<file path="src/rtl/patch_reducer_mc_pkg.sv">
// Shared types and helpers for the patch reducer: FSM encoding and the
// width/popcount functions used to size lane counters and accumulators.
package patch_pkg;

    typedef enum logic [1:0] {
        ST_IDLE  = 2'd0,
        ST_ACCUM = 2'd1,
        ST_FULL  = 2'd2
    } state_e;

    localparam int MAX_PATCH_SIZE_DFLT = 16;

    function automatic int log2_ceil(input int v);
        int r;
        r = 0;
        while ((1 << r) < v) r++;
        return r;
    endfunction

    // Bits needed to hold a patch size 0..max_size.
    function automatic int patch_sz_w(input int max_size);
        return log2_ceil(max_size + 1);
    endfunction

    function automatic int popcount(input logic [31:0] v);
        int c;
        c = 0;
        for (int i = 0; i < 32; i++) c += int'(v[i]);
        return c;
    endfunction

endpackage

</file>
<file path="src/rtl/patch_reducer_mc_if.sv">
// Row-sum input stream and patch-result output handshake of the patch reducer.
// The reducer itself is the slave; the row-sum producer/consumer side is the master.
interface patch_reducer_mc_if #(
    parameter int N_LANE         = 2,
    parameter int ROW_SUM_SIZE   = 16,
    parameter int PATCH_SUM_SIZE = 24
);
    logic [N_LANE*ROW_SUM_SIZE-1:0] partial_sum;
    logic [N_LANE-1:0]              partial_sum_valid;
    logic                           partial_sum_rdy;
    logic                           sum_rdy;
    logic                           sum_ack;
    logic [PATCH_SUM_SIZE-1:0]      sum;
    logic                           sum_ovf;

    modport master (
        output partial_sum, partial_sum_valid, sum_ack,
        input  partial_sum_rdy, sum_rdy, sum, sum_ovf
    );

    modport slave (
        input  partial_sum, partial_sum_valid, sum_ack,
        output partial_sum_rdy, sum_rdy, sum, sum_ovf
    );
endinterface

</file>
<file path="src/rtl/patch_reducer_mc_lane_adder.sv">
// Combinational N-lane zero-extending adder: sums the masked lanes whose index
// is below a count limit and reports how many lanes were consumed.
module lane_adder #(
    parameter int N_LANE       = 2,
    parameter int ROW_SUM_SIZE = 16,
    parameter int OUT_W        = 26,
    parameter int LIM_W        = 5,
    parameter int CNT_W        = 2
) (
    input  logic [N_LANE*ROW_SUM_SIZE-1:0] lanes,
    input  logic [N_LANE-1:0]              lane_mask,
    input  logic [LIM_W-1:0]               limit,
    output logic [OUT_W-1:0]               sum,
    output logic [CNT_W-1:0]               used
);

    always_comb begin
        sum  = '0;
        used = '0;
        // Masks are contiguous from lane 0, so used ends up as min(valid lanes, limit).
        for (int i = 0; i < N_LANE; i++) begin
            if (lane_mask[i] && (i < int'(limit))) begin
                sum  = sum + OUT_W'(lanes[i*ROW_SUM_SIZE +: ROW_SUM_SIZE]);
                used = used + CNT_W'(1);
            end
        end
    end

endmodule

</file>
<file path="src/rtl/patch_reducer_mc.sv">
// Patch reducer: accumulates a runtime number of row partial sums into one
// patch sum and hands it off through a one-deep output holding register.
module patch_reducer_mc
    import patch_pkg::*;
#(
    parameter int N_LANE         = 2,
    parameter int ROW_SUM_SIZE   = 16,
    parameter int PATCH_SUM_SIZE = 24,
    parameter int MAX_PATCH_SIZE = MAX_PATCH_SIZE_DFLT,
    parameter int SATURATE       = 1,
    parameter int AUTO_REARM     = 0
) (
    input  logic                                      dram_clk,
    input  logic                                      reset_n,
    input  logic                                      init,
    input  logic [patch_sz_w(MAX_PATCH_SIZE)-1:0]     cfg_patch_size,
    output logic                                      row_err,
    patch_reducer_mc_if.slave                         bus
);

    localparam int SZ_W   = patch_sz_w(MAX_PATCH_SIZE);
    localparam int CNT_W  = log2_ceil(N_LANE + 1);
    localparam int BEAT_W = PATCH_SUM_SIZE + log2_ceil(N_LANE) + 1;
    localparam int FULL_W = BEAT_W + 1;

    // Returns {overflow, result}; the true sum is formed at full width first.
    function automatic logic [PATCH_SUM_SIZE:0] sat_add(
        input logic [PATCH_SUM_SIZE-1:0] a,
        input logic [BEAT_W-1:0]         b
    );
        logic [FULL_W-1:0]         t;
        logic                      ovf;
        logic [PATCH_SUM_SIZE-1:0] r;
        t   = FULL_W'(a) + FULL_W'(b);
        ovf = |t[FULL_W-1:PATCH_SUM_SIZE];
        if (ovf && (SATURATE != 0)) r = '1;
        else                        r = t[PATCH_SUM_SIZE-1:0];
        return {ovf, r};
    endfunction

    state_e                    state_q, state_d;
    logic [PATCH_SUM_SIZE-1:0] acc_q, acc_d;
    logic [SZ_W-1:0]           cnt_q, cnt_d;
    logic [SZ_W-1:0]           size_q, size_d;
    logic                      ovf_q, ovf_d;
    logic                      out_valid_q, out_valid_d;
    logic [PATCH_SUM_SIZE-1:0] sum_q, sum_d;
    logic                      sum_ovf_q, sum_ovf_d;
    logic                      row_err_q, row_err_d;

    logic [N_LANE-1:0]         vld;
    logic                      beat_any;
    logic                      fire;
    logic                      out_free;
    logic [SZ_W-1:0]           rows_left;
    logic [SZ_W-1:0]           cnt_next;
    logic [BEAT_W-1:0]         beat_sum;
    logic [CNT_W-1:0]          used;
    logic [CNT_W-1:0]          k_in;
    logic [PATCH_SUM_SIZE:0]   add_res;

    assign vld       = bus.partial_sum_valid;
    assign beat_any  = |vld;
    assign fire      = beat_any && (state_q == ST_ACCUM);
    assign out_free  = !out_valid_q || bus.sum_ack;
    assign rows_left = size_q - cnt_q;
    assign cnt_next  = cnt_q + SZ_W'(used);
    assign k_in      = CNT_W'(popcount(32'(vld)));
    assign add_res   = sat_add(acc_q, beat_sum);

    lane_adder #(
        .N_LANE       (N_LANE),
        .ROW_SUM_SIZE (ROW_SUM_SIZE),
        .OUT_W        (BEAT_W),
        .LIM_W        (SZ_W),
        .CNT_W        (CNT_W)
    ) u_lane_adder (
        .lanes     (bus.partial_sum),
        .lane_mask (vld),
        .limit     (rows_left),
        .sum       (beat_sum),
        .used      (used)
    );

    always_ff @(posedge dram_clk or negedge reset_n) begin
        if (!reset_n) state_q <= ST_IDLE;
        else          state_q <= state_d;
    end

    always_comb begin
        state_d = state_q;
        if (init) begin
            state_d = ST_ACCUM;
        end else begin
            case (state_q)
                ST_IDLE:  state_d = ST_IDLE;
                ST_ACCUM: if (fire && (cnt_next == size_q)) state_d = ST_FULL;
                ST_FULL:  if (out_free) state_d = (AUTO_REARM != 0) ? ST_ACCUM : ST_IDLE;
                default:  state_d = ST_IDLE;
            endcase
        end
    end

    always_comb begin
        acc_d       = acc_q;
        cnt_d       = cnt_q;
        size_d      = size_q;
        ovf_d       = ovf_q;
        out_valid_d = out_valid_q;
        sum_d       = sum_q;
        sum_ovf_d   = sum_ovf_q;
        row_err_d   = 1'b0;

        if (out_valid_q && bus.sum_ack) out_valid_d = 1'b0;

        if (init) begin
            acc_d  = '0;
            cnt_d  = '0;
            ovf_d  = 1'b0;
            size_d = (cfg_patch_size == '0) ? SZ_W'(1) : cfg_patch_size;
        end else begin
            case (state_q)
                ST_ACCUM: begin
                    if (fire) begin
                        acc_d     = add_res[PATCH_SUM_SIZE-1:0];
                        ovf_d     = ovf_q | add_res[PATCH_SUM_SIZE];
                        cnt_d     = cnt_next;
                        row_err_d = (k_in > used);
                    end
                end
                ST_FULL: begin
                    // A load in the same cycle as an ack keeps out_valid set.
                    if (out_free) begin
                        sum_d       = acc_q;
                        sum_ovf_d   = ovf_q;
                        out_valid_d = 1'b1;
                        acc_d       = '0;
                        cnt_d       = '0;
                        ovf_d       = 1'b0;
                    end
                end
                default: ;
            endcase
        end

        if ((state_q == ST_IDLE) && beat_any) row_err_d = 1'b1;
    end

    always_ff @(posedge dram_clk or negedge reset_n) begin
        if (!reset_n) begin
            acc_q       <= '0;
            cnt_q       <= '0;
            size_q      <= SZ_W'(1);
            ovf_q       <= 1'b0;
            out_valid_q <= 1'b0;
            sum_q       <= '0;
            sum_ovf_q   <= 1'b0;
            row_err_q   <= 1'b0;
        end else begin
            acc_q       <= acc_d;
            cnt_q       <= cnt_d;
            size_q      <= size_d;
            ovf_q       <= ovf_d;
            out_valid_q <= out_valid_d;
            sum_q       <= sum_d;
            sum_ovf_q   <= sum_ovf_d;
            row_err_q   <= row_err_d;
        end
    end

    always_comb begin
        bus.partial_sum_rdy = (state_q == ST_ACCUM);
        bus.sum_rdy         = out_valid_q;
        bus.sum             = sum_q;
        bus.sum_ovf         = sum_ovf_q;
        row_err             = row_err_q;
    end

endmodule

</file>
<file path="src/flat_wrapper.sv">
// flat-port wrapper written by rule: the top's interface ports become plain ports
module patch_reducer_mc_flat import patch_pkg::*;
#(
    parameter int N_LANE         = 2,
    parameter int ROW_SUM_SIZE   = 16,
    parameter int PATCH_SUM_SIZE = 24,
    parameter int MAX_PATCH_SIZE = MAX_PATCH_SIZE_DFLT,
    parameter int SATURATE       = 1,
    parameter int AUTO_REARM     = 0
)
  (dram_clk, reset_n, init, cfg_patch_size, row_err, bus_partial_sum, bus_partial_sum_valid, bus_sum_ack, bus_partial_sum_rdy, bus_sum_rdy, bus_sum, bus_sum_ovf);
  patch_reducer_mc_if #(.N_LANE(N_LANE), .ROW_SUM_SIZE(ROW_SUM_SIZE), .PATCH_SUM_SIZE(PATCH_SUM_SIZE)) bus_i ();
  input  logic dram_clk;
  input  logic reset_n;
  input  logic init;
  input  logic [patch_sz_w(MAX_PATCH_SIZE)-1:0] cfg_patch_size;
  output logic row_err;
  input wire logic [$bits(bus_i.partial_sum)-1:0] bus_partial_sum;
  input wire logic [$bits(bus_i.partial_sum_valid)-1:0] bus_partial_sum_valid;
  input wire logic [$bits(bus_i.sum_ack)-1:0] bus_sum_ack;
  output wire logic [$bits(bus_i.partial_sum_rdy)-1:0] bus_partial_sum_rdy;
  output wire logic [$bits(bus_i.sum_rdy)-1:0] bus_sum_rdy;
  output wire logic [$bits(bus_i.sum)-1:0] bus_sum;
  output wire logic [$bits(bus_i.sum_ovf)-1:0] bus_sum_ovf;
  assign bus_i.partial_sum = bus_partial_sum;
  assign bus_i.partial_sum_valid = bus_partial_sum_valid;
  assign bus_i.sum_ack = bus_sum_ack;
  assign bus_partial_sum_rdy = bus_i.partial_sum_rdy;
  assign bus_sum_rdy = bus_i.sum_rdy;
  assign bus_sum = bus_i.sum;
  assign bus_sum_ovf = bus_i.sum_ovf;
  patch_reducer_mc #(.N_LANE(N_LANE), .ROW_SUM_SIZE(ROW_SUM_SIZE), .PATCH_SUM_SIZE(PATCH_SUM_SIZE), .MAX_PATCH_SIZE(MAX_PATCH_SIZE), .SATURATE(SATURATE), .AUTO_REARM(AUTO_REARM)) u_core (.dram_clk(dram_clk), .reset_n(reset_n), .init(init), .cfg_patch_size(cfg_patch_size), .row_err(row_err), .bus(bus_i));
endmodule
</file>
<file path="config.mk">
export PLATFORM = sky130hd
export DESIGN_NAME = patch_reducer_mc_flat
export DESIGN_NICKNAME = d
export VERILOG_FILES = /design/src/rtl/patch_reducer_mc_pkg.sv /design/src/rtl/patch_reducer_mc_if.sv /design/src/rtl/patch_reducer_mc_lane_adder.sv /design/src/rtl/patch_reducer_mc.sv /design/src/flat_wrapper.sv
export SDC_FILE = /design/constraint.sdc
export NUM_CORES = 1
export LEC_CHECK = 0
export BUFFER_PORTS_ARGS = -buffer_cell sky130_fd_sc_hd__buf_2
export CORE_ASPECT_RATIO = 2
export CORE_UTILIZATION = 40
export CTS_CLUSTER_DIAMETER = 50
export DETAILED_ROUTE_END_ITERATION = 16
export REMOVE_ABC_BUFFERS = 1
export SLEW_MARGIN = 20
export SYNTH_ARGS = -nofsm -noshare
export SYNTH_HDL_FRONTEND = slang
export SYNTH_SLANG_ARGS = --single-unit
</file>
<file path="constraint.sdc">
create_clock -name dram_clk -period 7.6 [get_ports dram_clk]
set_input_delay 2.28 -clock dram_clk [delete_from_list [all_inputs] [get_ports dram_clk]]
set_output_delay 2.28 -clock dram_clk [all_outputs]
set_load 0.01 [all_outputs]
</file>
# Yosys cells after proc, flatten, opt, wreduce, memory -nomap -nowiden
# Cells that the tools add are included.
[word_totals]
ramBits = 0
elab_cells = 72
input_bits = 43
out_inout_bits = 28
register_bits = 64
memories = 0
romBits = 0
latchBits = 0
[classes]
div_mod_pow = 0
mul = 0
shift = 0
n_lt_le_gt_ge = 3
n_bitwise = 2
eq_ne = 6
reduce_logical = 16
n_mux = 30
n_addsub = 6
[op_table]
columns = ["cell", "count"]
rows = [
  ["24-bit 2-to-1 mux", 4],
  ["24-bit case mux with 2 select lines", 1],
  ["24-bit by 26-bit adder with 27-bit output", 1],
  ["26-bit by 16-bit adder with 26-bit output", 1],
  ["26-bit 2-to-1 mux", 1],
  ["5-bit 2-to-1 mux", 4],
  ["16-bit 2-to-1 mux", 1],
  ["1-bit 2-to-1 mux", 12],
  ["1-bit by 5-bit less-than comparator with 1-bit output (first input constant)", 2],
  ["5-bit case mux with 2 select lines", 1],
  ["3-bit by 2-bit != test with 1-bit output (second input constant)", 3],
  ["2-bit 2-to-1 mux", 4],
  ["1-bit logical AND", 6],
  ["3-bit AND reduction", 2],
  ["5-bit by 2-bit adder with 5-bit output", 1],
  ["5-bit equality test", 1],
  ["5-bit logical NOT", 1],
  ["5-bit subtractor", 1],
  ["2-bit case mux with 2 select lines", 1],
  ["3-bit nonzero test", 1],
  ["3-bit OR reduction", 1],
  ["1-bit by 1-bit adder with 2-bit output", 1],
  ["2-bit by 1-bit adder with 2-bit output (second input constant)", 1],
  ["2-bit by 1-bit equality test with 1-bit output (second input constant)", 1],
  ["other kinds (10)", 10],
]

# Longest topological paths before layout
# Gate-level depths: netlist of the first run.
[depth]
word_depth = 12
ltp_mapped = 35
depth_no_buf = 32

# Modules after synthesis
# Synthesis of the first run repeated with hierarchy kept, for this count alone.
[hier_totals]
hier_cells = 571
hier_area_um2 = 5328.9
[modules_own_cells]
columns = ["mod", "seq_area_each_um2", "instances", "area_each_um2", "cells_per_inst"]
rows = [
  ["patch_reducer_mc", 1602.8, 1, 4110.2, 398],
  ["lane_adder", 0.0, 1, 1218.7, 173],
]

# Worst setup path before layout of the first run
# OpenSTA, ideal clock, no wires.
[synth_timing]
path_kind = "input to register"
start = "in bus_partial_sum_valid[0]"
end = "reg u_core.acc_q[23]"
cell_stages = 27
t_arrival_ns = 6.997
path_buffers = 3
setup_ns = 0.121
path_slack_ns = 0.482
t_required_ns = 7.479
path_cell_list = "inv_1 > a21oi_4 > buf_6 > clkbuf_1 > clkbuf_1 > and2_1 > ha_1 > o21ai_0 > o21ai_0 > a32oi_1 > nand3_1 > o211ai_1 > and2_1 > o211ai_2 > a21o_1 > a211oi_2 > o31ai_1 > ha_1 > nand3_1 > nor2_1 > nand2_1 > o211ai_1 > a31oi_1 > o21ai_0 > nand2_1 > o31a_1 > o22a_1"
[synth_via]
elab_chain_cells = 10
elab_cells_between_ends = 14
cone_classes = "add/sub (2); eq/ne (1); mux (6); reduce/logical (5)"
[synth_lines]
columns = ["item", "line_no", "rtl"]
rows = [
  ["start: declaration", "flat_wrapper.sv:19", "input wire logic [$bits(bus_i.partial_sum_valid)-1:0] bus_partial_sum_valid;"],
  ["1-bit logical AND", "patch_reducer_mc_lane_adder.sv:22", "if (lane_mask[i] && (i < int'(limit))) begin"],
  ["16-bit 2-to-1 mux", "patch_reducer_mc_lane_adder.sv:22", ""],
  ["26-bit by 16-bit adder with 26-bit output", "patch_reducer_mc_lane_adder.sv:23", "sum = sum + OUT_W'(lanes[i*ROW_SUM_SIZE +: ROW_SUM_SIZE]);"],
  ["26-bit 2-to-1 mux", "patch_reducer_mc_lane_adder.sv:22", ""],
  ["24-bit by 26-bit adder with 27-bit output", "patch_reducer_mc.sv:34", "t = FULL_W'(a) + FULL_W'(b);"],
  ["3-bit OR reduction", "patch_reducer_mc.sv:35", "ovf = |t[FULL_W-1:PATCH_SUM_SIZE];"],
  ["24-bit 2-to-1 mux", "patch_reducer_mc.sv:36", "if (ovf && (SATURATE != 0)) r = '1;"],
  ["24-bit 2-to-1 mux", "patch_reducer_mc.sv:124", "if (fire) begin"],
  ["24-bit case mux with 2 select lines", "patch_reducer_mc.sv:122", "case (state_q)"],
  ["24-bit 2-to-1 mux", "patch_reducer_mc.sv:116", "if (init) begin"],
  ["end signal: assignment", "patch_reducer_mc.sv:151", "acc_q <= '0;"],
  ["end signal: assignment", "patch_reducer_mc.sv:160", "acc_q <= acc_d;"],
  ["end: declaration", "patch_reducer_mc.sv:42", "logic [PATCH_SUM_SIZE-1:0] acc_q, acc_d;"],
]
# Parallel ways exist; a longest one is shown, timed or not. The select of a mux whose other input is x is not followed.
# A chain may end at the register's enable or synchronous reset.

# Final worst setup path of the first run
# Ends and elaborated chain as after synthesis.

==> impl_metrics.ini, run 1 <==
[synthesis]
synth_area_per_cell_sq_um = 8.64
yosysSeqAreaShare_pct = 31.2
syn_area_sq_um = 5140
yosys.cell_types.count = 64
syn_inst = 595
yosys_warnings = 0
synth_top_area_share_pct = 30.7
ys_ff_latch = 64
synth_edf_count = 0
synth_ff_type = dfrtp_1
synth_most_common_cell = nand2_1
synth_area_leaders = dfrtp_1 31%, ha_1 9.5%, mux2_2 6.6%
yosysTopAreaCell = dfrtp_1
async_flop_share_pct = 100
synthTopCellsByCount = 76 x nand2_1, 63 x dfrtp_1, 52 x o21ai_0, 44 x a21oi_1, 39 x ha_1

[cts]
cts.clk_slew.worst_paths_ns = 0.05
cts-root-buf = clkbuf_16
cts_setup_buffers = 0
cts_hold_buf = 0
clock_path_buffers = 2
h-tree-depth = 3
post_cts_resized = 0
cts_tree = done
cts.sinks = 64
cts-buffers-inserted = 9
insertion_delay_ns = 0.32

[timing]
drv_slew = 0
slew_headroom_pct = 35.4
period_share_pct = 93.2
tns_ns = 0
rsz0062_at_grt = false
setup_ws_ns = 0.518
fmax_ghz = 0.141
skew_ns = 0.00370
max_slew.worst_pin.slew_ns = 0.965
finalCriticalPeriod_ns = 7.08
hold_violations = 0
final-setup-viol-count = 0

[detailed_routing]
vias_per_cell = 5.63
num_vias = 4575
drt-initial-drc-count = 151
drtPass1Iterations = 4
drc = 0
routed_wl_microns = 12400
ant_nets = 0
wl_per_cell_microns = 15.2

[pwr]
powerDensity_nw_per_um2 = 254
peakVddDrop_mv = 0.121
static-leakage-power_nw = 2.92

[final_layout]
final_cells = 812
layout-drive-gt1-share_pct = 20.1
nNetsFinal = 743
antenna_cells = 0
final_cell_area_sq_um = 5930
area_delta_synth_final_pct = 15.3

[grt]
grt_pass1_wl_microns = 21100
track_usage_pct = 20.3
grt_pass1_vias = 4587
antenna_found_initial = 0
globalRouteOverflowTotal = 0
grt_max_degree = 65

[worst_setup_path]
startpoint_type = input port
cp-end-kind = flop
arrival_ns = 7.29
critPathRequiredTime_ns = 7.81
r2r.worst_path.cells = 31
path_max_fanout = 6
path_class = input port to flop

[floorplan]
initial_core_util_pct = 41.0
die_w_microns = 82.2
placement_rows = 58
die_h_microns = 162
dieArea_sq_um = 13300
ios = 71
core-area_sq_um = 12600

[place]
globalplace.congestion = 0.901
dpl_worst_slack_ns = 0.174
hpwl_microns = 9760
placed_cell_area_sq_um = 5630
dp_cells = 796
portBuffers = 70

[run_status]
status = complete, no violations

[hold_path]
hold_class = flop to flop
worstHoldPathCells = 1

[job]
maxCapViolCount = 0
## cell type report
| type | count | area, sq um |
|---|---|---|
| multi-input combinational | 480 | 3340 |
| clock inverter | 3 | 40.0 |
| timing repair buffer | 77 | 403 |
| inverter | 25 | 93.8 |
| sequential | 64 | 1600 |
| tap | 150 | 188 |
| clock buffer | 13 | 260 |
| fill | 1242 | 6620 |
## routing by layer
| layer | vias up | share of wire (%) | GRT usage (%) |
|---|---|---|---|
| li1 | 2255 | - | - |
| met1 | 2192 | 39 | 22.1 |
| met2 | 93 | 55 | 37.3 |
| met3 | 35 | 2.2 | 1.90 |
| met4 | 0 | 3.7 | 9.81 |
| met5 | - | 0 | 0 |
## stage by stage
stage               hold WS [ns]  utilization (%)  total power [mW]
global route               0.507             47.2              1.62
finish                     0.464             47.2              1.51
floorplan                  0.419                -             0.930
detailed placement         0.449             44.8              1.10
CTS                        0.458             47.2              1.52
global placement           0.436             44.8              1.08
## kinds of logic (layout without fill, tap and decap cells)
logic type               count (synthesis)  after routing  share of synthesized area [%]
buffers and inverters                   51            118                           3.87
adder cells (fa/ha/maj)                 46             46                           11.6
multiplexers                            31             31                           6.76
AND/OR/NAND/NOR                        184            184                           17.3
AO/OA/AOI/OAI                          179            179                           22.5
flip-flops                              64             64                           31.2
XOR/XNOR                                40             40                           6.81
## power by group
group	leakage, nW	total, mW	internal [mW]	switching [mW]
Combinational	1.91	0.653	0.284	0.369
Sequential	0.863	0.444	0.392	0.0514
Clock	0.150	0.409	0.270	0.139
## state kept, by name, summed over array words and instances, names as in the netlist
signal,flops
u_core.bus.sum,24
u_core.bus.sum_ovf,1
u_core.state_q,2
u_core.cnt_q,5
u_core.acc_q,24
u_core.bus.sum_rdy,1
u_core.ovf_q,1
u_core.row_err,1
u_core.size_q,5
## cell usage in the layout, fill, tap and decap left out, drive strengths merged, types with 25 or more instances in the layout
cell / instances
ha: 39
nor2: 30
a21oi: 46
mux2: 30
inv: 25
o21ai: 54
dfrtp: 63
xnor2: 25
nand2: 76
buf: 77
## critical path, stage by stage
cell and delay, ns:
buf_2 0.12, inv_1 0.10, a21oi_4 0.17, and2_1 0.21
ha_1 0.26, a211oi_1 0.37, o21ai_0 0.18, a32oi_1 0.31
nand3_1 0.18, o211ai_1 0.23, and2_1 0.23, o211ai_2 0.16
xnor2_1 0.15, nor2_1 0.11, xnor2_1 0.14, ha_1 0.31
a21o_1 0.20, a21o_1 0.20, a21oi_1 0.18, o21ai_0 0.11
a21oi_1 0.14, o21ai_1 0.13, a21oi_1 0.23, nor2b_1 0.10
o31a_1 0.30, o22a_1 0.19
## worst paths after layout
path | startpoint | endpoint | slack, ns
setup / recovery | bus_partial_sum_valid[0] | u_core.acc_q[23] | 0.52
hold / removal | u_core.state_q[1] | u_core.row_err | 0.46
setup reg to reg | u_core.size_q[0] | u_core.acc_q[23] | 0.84
hold reg to reg | u_core.state_q[1] | u_core.row_err | 0.46
max in group asynchronous | reset_n | u_core.bus.sum[5] | 4.93
min in group asynchronous | reset_n | u_core.bus.sum[13] | 2.11
Note: power is estimated with default switching activity, not from simulation.
==> run 2: changes to the inputs <==
--- a/config.mk
+++ b/config.mk
@@ -6,10 +6,15 @@
 export NUM_CORES = 1
 export LEC_CHECK = 0
 export BUFFER_PORTS_ARGS = -buffer_cell sky130_fd_sc_hd__buf_2
+export CAP_MARGIN = 15
+export CELL_PAD_IN_SITES_DETAIL_PLACEMENT = 1
+export CELL_PAD_IN_SITES_GLOBAL_PLACEMENT = 2
 export CORE_ASPECT_RATIO = 2
-export CORE_UTILIZATION = 40
+export CORE_UTILIZATION = 36
 export CTS_CLUSTER_DIAMETER = 50
 export DETAILED_ROUTE_END_ITERATION = 16
+export MAX_ROUTING_LAYER = met4
+export PLACE_DENSITY_LB_ADDON = 0.1
 export REMOVE_ABC_BUFFERS = 1
 export SLEW_MARGIN = 20
 export SYNTH_ARGS = -nofsm -noshare
==> run 2 against run 1 <==
Flip-flop and latch count is the same. Clock power down 6.6%. Largest cell class unchanged. Highest routed layer unchanged. Utilization shrank 4.3 points. Global-route usage up 0.19 points. Combinational power grew 2%. Routed wire length rose by 12%. Design area rose by 0.65%. Sequential share of layout area shrank 0.18 points. Die area up 11%. Worst setup slack gained 0.069 ns.
==> impl_metrics.ini, run 2 (same netlist as run 1, synthesis figures left out) <==
[cts]
clock_path_buffers = 2
cts_setup_buffers = 0
cts_hold_buf = 0
h-tree-depth = 3
cts_tree = done
post_cts_resized = 0
cts.sinks = 64
cts-root-buf = clkbuf_16
cts-buffers-inserted = 9
insertion_delay_ns = 0.33
cts.clk_slew.worst_paths_ns = 0.05

[timing]
skew_ns = 0.00542
drv_slew = 0
timing.hold.ws_ns = 0.460
period_share_pct = 92.3
finalCriticalPeriod_ns = 7.01
rsz0062_at_grt = false
max_slew.worst_pin.slew_ns = 0.998
final-setup-viol-count = 0
tns_ns = 0
hold_violations = 0
slew_headroom_pct = 33.2
fmax_ghz = 0.143

[hold_path]
hold_class = flop to flop

[worst_setup_path]
cp-end-kind = flop
slowest_delay_ns = 0.41
worstReg2RegStart = u_core.size_q[0]
worstSetupEndpoint = u_core.acc_q[23]
cp_top_family = compound AO/OA/AOI/OAI gates
arrival_ns = 7.23
cp_num_buf_inv = 2
rr_endpoint = u_core.acc_q[23]
cp_slowest_cell = fa_1
path_class = input port to flop
r2r.worst_path.cells = 31
path_depth = 26
ff2ff_setup_slack_ns = 0.89
critPathRequiredTime_ns = 7.82
startpoint_type = input port
critPathLaunch = bus_partial_sum_valid[0]
path_max_fanout = 6

[job]
maxCapViolCount = 0

[pwr]
peakVddDrop_mv = 0.104
power_frac_clock_pct = 25.6
power_switching_uw = 576
p_int_uw = 916
sequentialPowerShare_pct = 29.7
powerDensity_nw_per_um2 = 250
power_frac_comb_pct = 44.6
power_mw = 1.49
static-leakage-power_nw = 2.92
swShare_pct = 38.6

[floorplan]
die_w_microns = 86.5
placement_rows = 61
core-area_sq_um = 13900
die_h_microns = 171
ios = 71
dieArea_sq_um = 14800
initial_core_util_pct = 37.0

[grt]
grt_max_degree = 65
grt_pass1_wl_microns = 23300
track_usage_pct = 20.5
globalRouteOverflowTotal = 0
grt_pass1_vias = 4925
antenna_found_initial = 0

[detailed_routing]
drc = 0
drtPass1Iterations = 4
drt-initial-drc-count = 158
num_vias = 4576
vias_per_cell = 5.37
ant_nets = 0
routed_wl_microns = 13900
wl_per_cell_microns = 16.3

[place]
globalplace.congestion = 0.843
hpwl_microns = 10900
portBuffers = 70

[final_layout]
layout_commonest_cell = nand2_1
area_delta_synth_final_pct = 16.1
layout-drive-gt1-share_pct = 20.4
antenna_cells = 0
layout_common_cells = 76 x nand2_1, 70 x buf_2, 63 x dfrtp_1, 52 x o21ai_0, 44 x a21oi_1
nNetsFinal = 744

[run_status]
status = complete, no violations
[run 2: cell count changes in the layout (fill, tap and decap cells not counted)]
cell,change
o21ai_0,+1
a211oi_1,-1
clkinvlp_4,+1
buf_4,+1
a211oi_2,+1
bufinv_16,-1
o21ai_1,-1
[run 2: stage by stage]
stage | utilization [%] | setup WS, ns | std cells | instance area (sq um)
3_5_place_dp | 40.9 | 0.215 | 836 | 5690
6_report | 43.0 | 0.588 | 852 | 5970
3_3_place_gp | 40.9 | 0.344 | 836 | 5690
2_1_floorplan | - | 0.544 | 569 | 5040
4_1_cts | 42.9 | 0.540 | 852 | 5960
5_1_grt | 43.0 | 0.109 | 852 | 5970
[run 2: layer usage]
metal,vias to the layer above,share of wire (%),global-route usage [%]
li1,2258,-,-
met1,2248,40,21.3
met2,54,57,39.8
met3,16,1.6,1.35
met4,0,1.6,6.52
met5,-,0,-
[run 2: area by class of cell]
cell class / count / area, sq um
multi-input combinational: 480 / 3350
tap: 189 / 236
clock buffer: 13 / 260
clock inverter: 3 / 17.5
timing repair buffer: 78 / 410
sequential: 64 / 1600
fill: 1712 / 7920
inverter: 25 / 93.8
[run 2: how the worst min path moves through the flow]
| stage | startpoint | end | slack [ns] | cells past startpoint |
|---|---|---|---|---|
| detailed placement | u_core.state_q[1] | u_core.row_err | 0.45 | 1 |
| CTS | u_core.state_q[1] | u_core.row_err | 0.46 | 1 |
| global placement | u_core.state_q[1] | u_core.row_err | 0.44 | 1 |
| floorplan | u_core.state_q[1] | u_core.row_err | 0.42 | 1 |
| finish | u_core.state_q[1] | u_core.row_err | 0.46 | 1 |
| global route | u_core.state_q[1] | u_core.row_err | 0.47 | 1 |
[run 2: worst reg2reg max path, delay by kind of cell (launching register included)]
family	cells	cell delay, ns
buf+inv	2	0.13
simple gates	8	1.51
flops	1	0.54
xor+xnor	1	0.15
fa+ha+maj	6	1.70
compound gates	14	2.57
[run 2: power by group through the flow]
stage,Combinational (mW),Clock (mW),Sequential [mW]
final,0.666,0.382,0.444
after global routing,0.752,0.403,0.453
after CTS,0.674,0.393,0.445
after detailed placement,0.669,0,0.451
after global placement,0.651,0,0.447
after floorplan,0.498,0,0.432
